===== src/rtl/call_request_latch.sv =====
// -----------------------------------------------------------------------------
// call_request_latch
//
// Purpose:
//   Turns debounced, active-low floor buttons into latched floor calls.
//   Calls are cleared as the car services each floor. From the pending set,
//   the car position and the travel direction it picks a registered
//   next-target floor for the lift controller.
//
// Build option:
//   CALL_CANCEL_EN - when defined, holding the button of a floor that is
//                    already pending for HOLD_TICKS slowref strobes cancels
//                    that call. When undefined, no hold counters are built,
//                    slowref is ignored, and calls clear only on service.
//
// Parameters:
//   NFLOORS    - number of floors / button lines (2..16)
//   FW         - floor index width, 2**FW >= NFLOORS
//   HOLD_TICKS - slowref strobes of continuous hold that cancel a call
//
// Ports:
//   clk         in   system clock
//   resetb      in   asynchronous active-low reset
//   slowref     in   one-cycle slow reference strobe (cancel timing only)
//   btn_clean   in   debounced buttons, 0 = pressed, 1 = idle
//   cur_floor   in   floor the car is at or passing
//   dir_up      in   travel direction, 1 = up, 0 = down
//   svc_valid   in   one-cycle strobe: svc_floor has been serviced
//   svc_floor   in   floor being serviced (out-of-range values are ignored)
//   pending     out  latched call bits
//   new_req     out  one-cycle pulse when any call newly latches
//   any_pending out  OR of pending, aligned with pending
//   tgt_valid   out  tgt_floor is meaningful
//   tgt_floor   out  selected next target floor
// -----------------------------------------------------------------------------
module call_request_latch #(
    parameter int NFLOORS    = 8,
    parameter int FW         = 3,
    parameter int HOLD_TICKS = 16
) (
    input  logic               clk,
    input  logic               resetb,
    input  logic               slowref,
    input  logic [NFLOORS-1:0] btn_clean,
    input  logic [FW-1:0]      cur_floor,
    input  logic               dir_up,
    input  logic               svc_valid,
    input  logic [FW-1:0]      svc_floor,
    output logic [NFLOORS-1:0] pending,
    output logic               new_req,
    output logic               any_pending,
    output logic               tgt_valid,
    output logic [FW-1:0]      tgt_floor
);

    // -------------------------------------------------------------------------
    // State
    // -------------------------------------------------------------------------
    logic [NFLOORS-1:0] btn_prev_q;
    logic               armed_q;
    logic [NFLOORS-1:0] pending_q,  pending_d;
    logic               new_req_q,  new_req_d;
    logic               any_pending_q;
    logic               tgt_valid_q, tgt_valid_d;
    logic [FW-1:0]      tgt_floor_q, tgt_floor_d;

    logic [NFLOORS-1:0] press;
    logic [NFLOORS-1:0] clr;
    logic [NFLOORS-1:0] cancel;

    // -------------------------------------------------------------------------
    // Press detection and service clears
    // -------------------------------------------------------------------------
    // btn_prev resets to idle (all 1s), so a button still held when reset is
    // released would look like a fresh falling edge. armed_q masks presses for
    // the first clock after reset, which lets btn_prev load the real button
    // levels: a held button only latches again after a release and re-press.
    always_comb begin
        press = armed_q ? (btn_prev_q & ~btn_clean) : '0;
    end

    // svc_floor values >= NFLOORS match no index, so they clear nothing.
    always_comb begin
        // NOTE: every combinationally assigned signal gets a default before
        // any conditional update, so no path leaves it unassigned (no latch).
        clr = '0;
        for (int i = 0; i < NFLOORS; i++) begin
            clr[i] = svc_valid && (svc_floor == FW'(i));
        end
    end

    // -------------------------------------------------------------------------
    // Optional press-and-hold cancel
    // -------------------------------------------------------------------------
`ifdef CALL_CANCEL_EN
    localparam int HW = $clog2(HOLD_TICKS + 1);
    localparam logic [HW-1:0] HOLD_MAX = HW'(HOLD_TICKS);

    logic [NFLOORS-1:0][HW-1:0] hold_q, hold_d;

    // A counter only runs while its call is pending and its button is held.
    // Once saturated it requests the cancel; the call drops on the next clock.
    always_comb begin
        hold_d = hold_q;
        cancel = '0;
        for (int i = 0; i < NFLOORS; i++) begin
            cancel[i] = (hold_q[i] == HOLD_MAX);
            if (btn_clean[i] || !pending_q[i]) begin
                hold_d[i] = '0;
            end else if (slowref && (hold_q[i] != HOLD_MAX)) begin
                hold_d[i] = hold_q[i] + HW'(1);
            end
        end
    end

    // NOTE: these counters are control state, not storage, so each one is
    // reset; a counter starting from X would cancel calls at random.
    always_ff @(posedge clk or negedge resetb) begin
        if (!resetb) begin
            hold_q <= '0;
        end else begin
            hold_q <= hold_d;
        end
    end
`else
    localparam int unused_hold_ticks = HOLD_TICKS;
    logic unused_slowref;

    assign unused_slowref = slowref;
    assign cancel         = '0;
`endif

    // -------------------------------------------------------------------------
    // Pending set and request pulse
    // -------------------------------------------------------------------------
    // A clear or cancel wins over a simultaneous press: the car is already at
    // that floor. Only a press on a floor that ends up newly latched counts
    // as a request; cancels never pulse new_req.
    always_comb begin
        pending_d = (pending_q | press) & ~clr & ~cancel;
        new_req_d = |(press & ~pending_q & ~clr);
    end

    // -------------------------------------------------------------------------
    // Target selection (from the registered pending set)
    // -------------------------------------------------------------------------
    logic          ge_found, gt_found, le_found, lt_found;
    logic [FW-1:0] ge_lo,    gt_lo,    le_hi,    lt_hi;
    logic [FW-1:0] sel_floor;
    int            cur_int;

    always_comb begin
        cur_int  = int'(cur_floor);
        ge_found = 1'b0;
        gt_found = 1'b0;
        le_found = 1'b0;
        lt_found = 1'b0;
        ge_lo    = '0;
        gt_lo    = '0;
        le_hi    = '0;
        lt_hi    = '0;

        // Descending scan: the last hit is the lowest floor above the car.
        for (int i = NFLOORS - 1; i >= 0; i--) begin
            if (pending_q[i] && (i >= cur_int)) begin
                ge_found = 1'b1;
                ge_lo    = FW'(i);
            end
            if (pending_q[i] && (i > cur_int)) begin
                gt_found = 1'b1;
                gt_lo    = FW'(i);
            end
        end

        // Ascending scan: the last hit is the highest floor below the car.
        // With cur_floor >= NFLOORS every pending floor falls in this group.
        for (int i = 0; i < NFLOORS; i++) begin
            if (pending_q[i] && (i <= cur_int)) begin
                le_found = 1'b1;
                le_hi    = FW'(i);
            end
            if (pending_q[i] && (i < cur_int)) begin
                lt_found = 1'b1;
                lt_hi    = FW'(i);
            end
        end

        // Keep going the current way if anything lies ahead (the current
        // floor counts as ahead); otherwise reverse to the nearest call behind.
        if (dir_up) begin
            sel_floor = ge_found ? ge_lo : lt_hi;
        end else begin
            sel_floor = le_found ? le_hi : gt_lo;
        end

        if (pending_q != '0) begin
            tgt_valid_d = 1'b1;
            tgt_floor_d = sel_floor;
        end else begin
            tgt_valid_d = 1'b0;
            tgt_floor_d = tgt_floor_q;
        end
    end

    // -------------------------------------------------------------------------
    // Registers
    // -------------------------------------------------------------------------
    always_ff @(posedge clk or negedge resetb) begin
        if (!resetb) begin
            btn_prev_q    <= '1;
            armed_q       <= 1'b0;
            pending_q     <= '0;
            new_req_q     <= 1'b0;
            any_pending_q <= 1'b0;
            tgt_valid_q   <= 1'b0;
            tgt_floor_q   <= '0;
        end else begin
            // NOTE: non-blocking assignments so every register samples the
            // values from before this edge, whatever the statement order.
            btn_prev_q    <= btn_clean;
            armed_q       <= 1'b1;
            pending_q     <= pending_d;
            new_req_q     <= new_req_d;
            any_pending_q <= |pending_d;
            tgt_valid_q   <= tgt_valid_d;
            tgt_floor_q   <= tgt_floor_d;
        end
    end

    assign pending     = pending_q;
    assign new_req     = new_req_q;
    assign any_pending = any_pending_q;
    assign tgt_valid   = tgt_valid_q;
    assign tgt_floor   = tgt_floor_q;

    // Cases are
    //   (the comment below is intentionally absent)
endmodule


===== config.mk =====
export PLATFORM = sky130hd
export DESIGN_NAME = call_request_latch
export DESIGN_NICKNAME = d
export VERILOG_FILES = /design/src/rtl/call_request_latch.sv
export SDC_FILE = /design/constraint.sdc
export NUM_CORES = 1
export LEC_CHECK = 0
export ABC_AREA = 0
export BUFFER_PORTS_ARGS = -buffer_cell sky130_fd_sc_hd__buf_2
export CORE_ASPECT_RATIO = 1.4
export CORE_MARGIN = 5
export CORE_UTILIZATION = 55
export CTS_CLUSTER_SIZE = 20
export DETAILED_ROUTE_END_ITERATION = 12
export PLACE_DENSITY = 0.88
export SYNTH_ARGS = -nofsm -noshare
export SYNTH_HDL_FRONTEND = slang
export SYNTH_SLANG_ARGS = --single-unit

===== constraint.sdc =====
create_clock -name clk -period 2.48 [get_ports clk]
set_input_delay 0 -clock clk [delete_from_list [all_inputs] [get_ports clk]]
set_output_delay 0 -clock clk [all_outputs]
set_load 0.02 [all_outputs]

==> results.cfg <==
[synthesis]
synth_seq_area_share_pct = 37.6
syn_inst = 168
avgSynthCellArea_um2 = 9.26
yosys.area.top_type_share_pct = 24.1
async_flop_share_pct = 100
synth_fp_nets = 187
ys_warn_count = 0
synth.area.top_cells = dfrtp_1 (24%), dfstp_2 (14%), nor2b_1 (4.0%)
synth_edf_count = 0
synth_cell_types = 57
synthFlopType = dfrtp_1
ys_ff_latch = 23
synth.cell_area_um2 = 1560
synthTopCellsByCount = dfrtp_1 (15), nor2_1 (15), nor2b_1 (10)
synth_top_cell_by_area = dfrtp_1

[power]
power_uw = 1020
leakage_uw = 0.000752
vdd_ir_drop_max_uv = 423
power_density_nw_per_um2 = 569

[floorplanning]
die_x_um = 55.0
core_um2 = 2670
die-area_um2 = 4010
fp-row-count = 22
die-height_um = 72.9
io_pins = 33
start_util_pct = 58.3

[timing]
min_period_over_period_pct = 67.1
fin_skew_ns = 0.00355
maxSlewViolCount = 0
setup_tns_ns = 0
period_minus_slack_ns = 1.66
setup_violations = 0
timing_hold_violations_final = 0
setup_ws_ns = 0.815
rsz0062_at_grt = no
fmax_mhz = 601

[routing]
drt-total-wl_um = 4110
wl_per_cell_um = 17.3
drc_errors = 0
firstDrtPassIters = 4
viasPerCell = 6.56
ant_nets = 0
vias = 1561
drtIter0Drc = 84

[clock_network]
path_clk_slew_ns = 0.12
cts_tree = yes
insertion_delay_ns = 0.31
cts_sinks = 23
clock-root-buffer = clkbuf_4
postCtsSetupRepairBufs = 0
cts_inserted_buffers = 3
ctsHoldBuffers = 9
cts.repair.resized = 0
cts_max_level = 1
cts_max_path_buffers = 2

[critical_path]
critPathCaptureType = flip-flop
cp-start-kind = flip-flop
cp.arrival_ns = 1.91
ff2ff_path_depth = 5
cp_max_fo = 12
critical_path_class = flip-flop to flip-flop
required_ns = 2.73

[placement]
place_inst = 225
place_congestion = 0.960
post-place-ws_ns = 0.863
place_hpwl_um = 2960
dpl_cell_area_um2 = 1670
port_buffers = 31

[grt]
grt_max_degree = 25
grt_pass1_vias = 1544
antenna_found_initial = 0
gr-total-overflow = 0
grt_usage_pct = 23.6
grt_pass1_wl_um = 7100

[status]
status = finished clean

[layout]
fin_cells = 238
antenna_cells = 0
drive_gt1_share_pct = 25.7
multi_input_area_um2 = 861
final_area_um2 = 1790
num-fill-cells = 217
seqCellArea_um2 = 586
syn_to_final_growth_pct = 15.0
nets = 222

[run]
cap_violations = 0

[hold_path]
hold_depth = 2
hold_path.class = input port to flip-flop
final cells by class:
type,instances,share of cell area [%]
clock buffer,3,1.26
clock inverter,1,0.280
inverter,7,1.47
multi-input combinational,128,48.1
sequential,23,32.7
tap,36,2.52
timing repair buffer,40,13.7
critical path, cell delays in order, from the launching register on:
cell,delay (ns)
dfrtp_1,0.64
nor2_1,0.16
or3_1,0.41
o21ai_0,0.10
a31oi_1,0.12
a21oi_1,0.15
path summary, 6_finish.rpt:
check,startpoint,end,slack [ns]
max in group asynchronous,resetb,btn_prev_q[6],1.95
worst max-delay path,pending[3],tgt_floor[1],0.82
worst min-delay path,dir_up,tgt_floor[2],0.03
worst min register to register,tgt_floor[2],tgt_floor[2],0.54
min in group asynchronous,resetb,pending[6],0.18
worst max register to register,pending[3],tgt_floor[1],0.82
through the flow:
| step | utilization (%) | hold slack [ns] |
|---|---|---|
| floorplan | - | -0.296 |
| global placement | 62.7 | -0.0286 |
| detailed placement | 62.7 | -0.0127 |
| CTS | 67.1 | 0.0178 |
| global route | 67.1 | 0.0207 |
| finish | 67.1 | 0.0280 |
sequential cells by signal, summed over array words and instances (netlist names):
name	flops
any_pending	1
btn_prev_q	8
tgt_valid	1
armed_q	1
new_req	1
tgt_floor	3
pending	8
where the power goes:
part,total (uW),leakage (uW),internal [uW],switching [uW]
combinational,340,0.000485,145,195
clock,171,0.0000177,60.4,111
sequential,507,0.000248,421,85.8
total,1020,0.000752,626,392
kinds of logic (layout without fill, tap and decap cells):
family | Yosys count | count (layout) | synth area share [%]
AO/OA/AOI/OAI | 60 | 60 | 28.9
buffers and inverters | 17 | 51 | 7.07
flip-flops | 23 | 23 | 37.6
other | 1 | 1 | 0.241
AND/OR/NAND/NOR | 67 | 67 | 26.1
cell usage in the layout, fill, tap and decap left out, types with 6 or more instances in the layout:
cell / instances
nor2b_1: 10
dfstp_2: 8
inv_1: 7
buf_2: 31
and3b_1: 6
nand2_1: 6
o21ai_0: 8
dfrtp_1: 15
nor2_1: 15
dlygate4sd3_1: 9
per-layer routing:
layer / track usage [%] / vias up / routed length [um]
met1: 28.3 / 735 / 1460
li1: - / 707 / -
met2: 40.8 / 102 / 2150
met5: 0 / - / 0
met4: 8.38 / 0 / 126
met3: 4.29 / 17 / 374
Note: power is estimated with default switching activity, not from simulation.
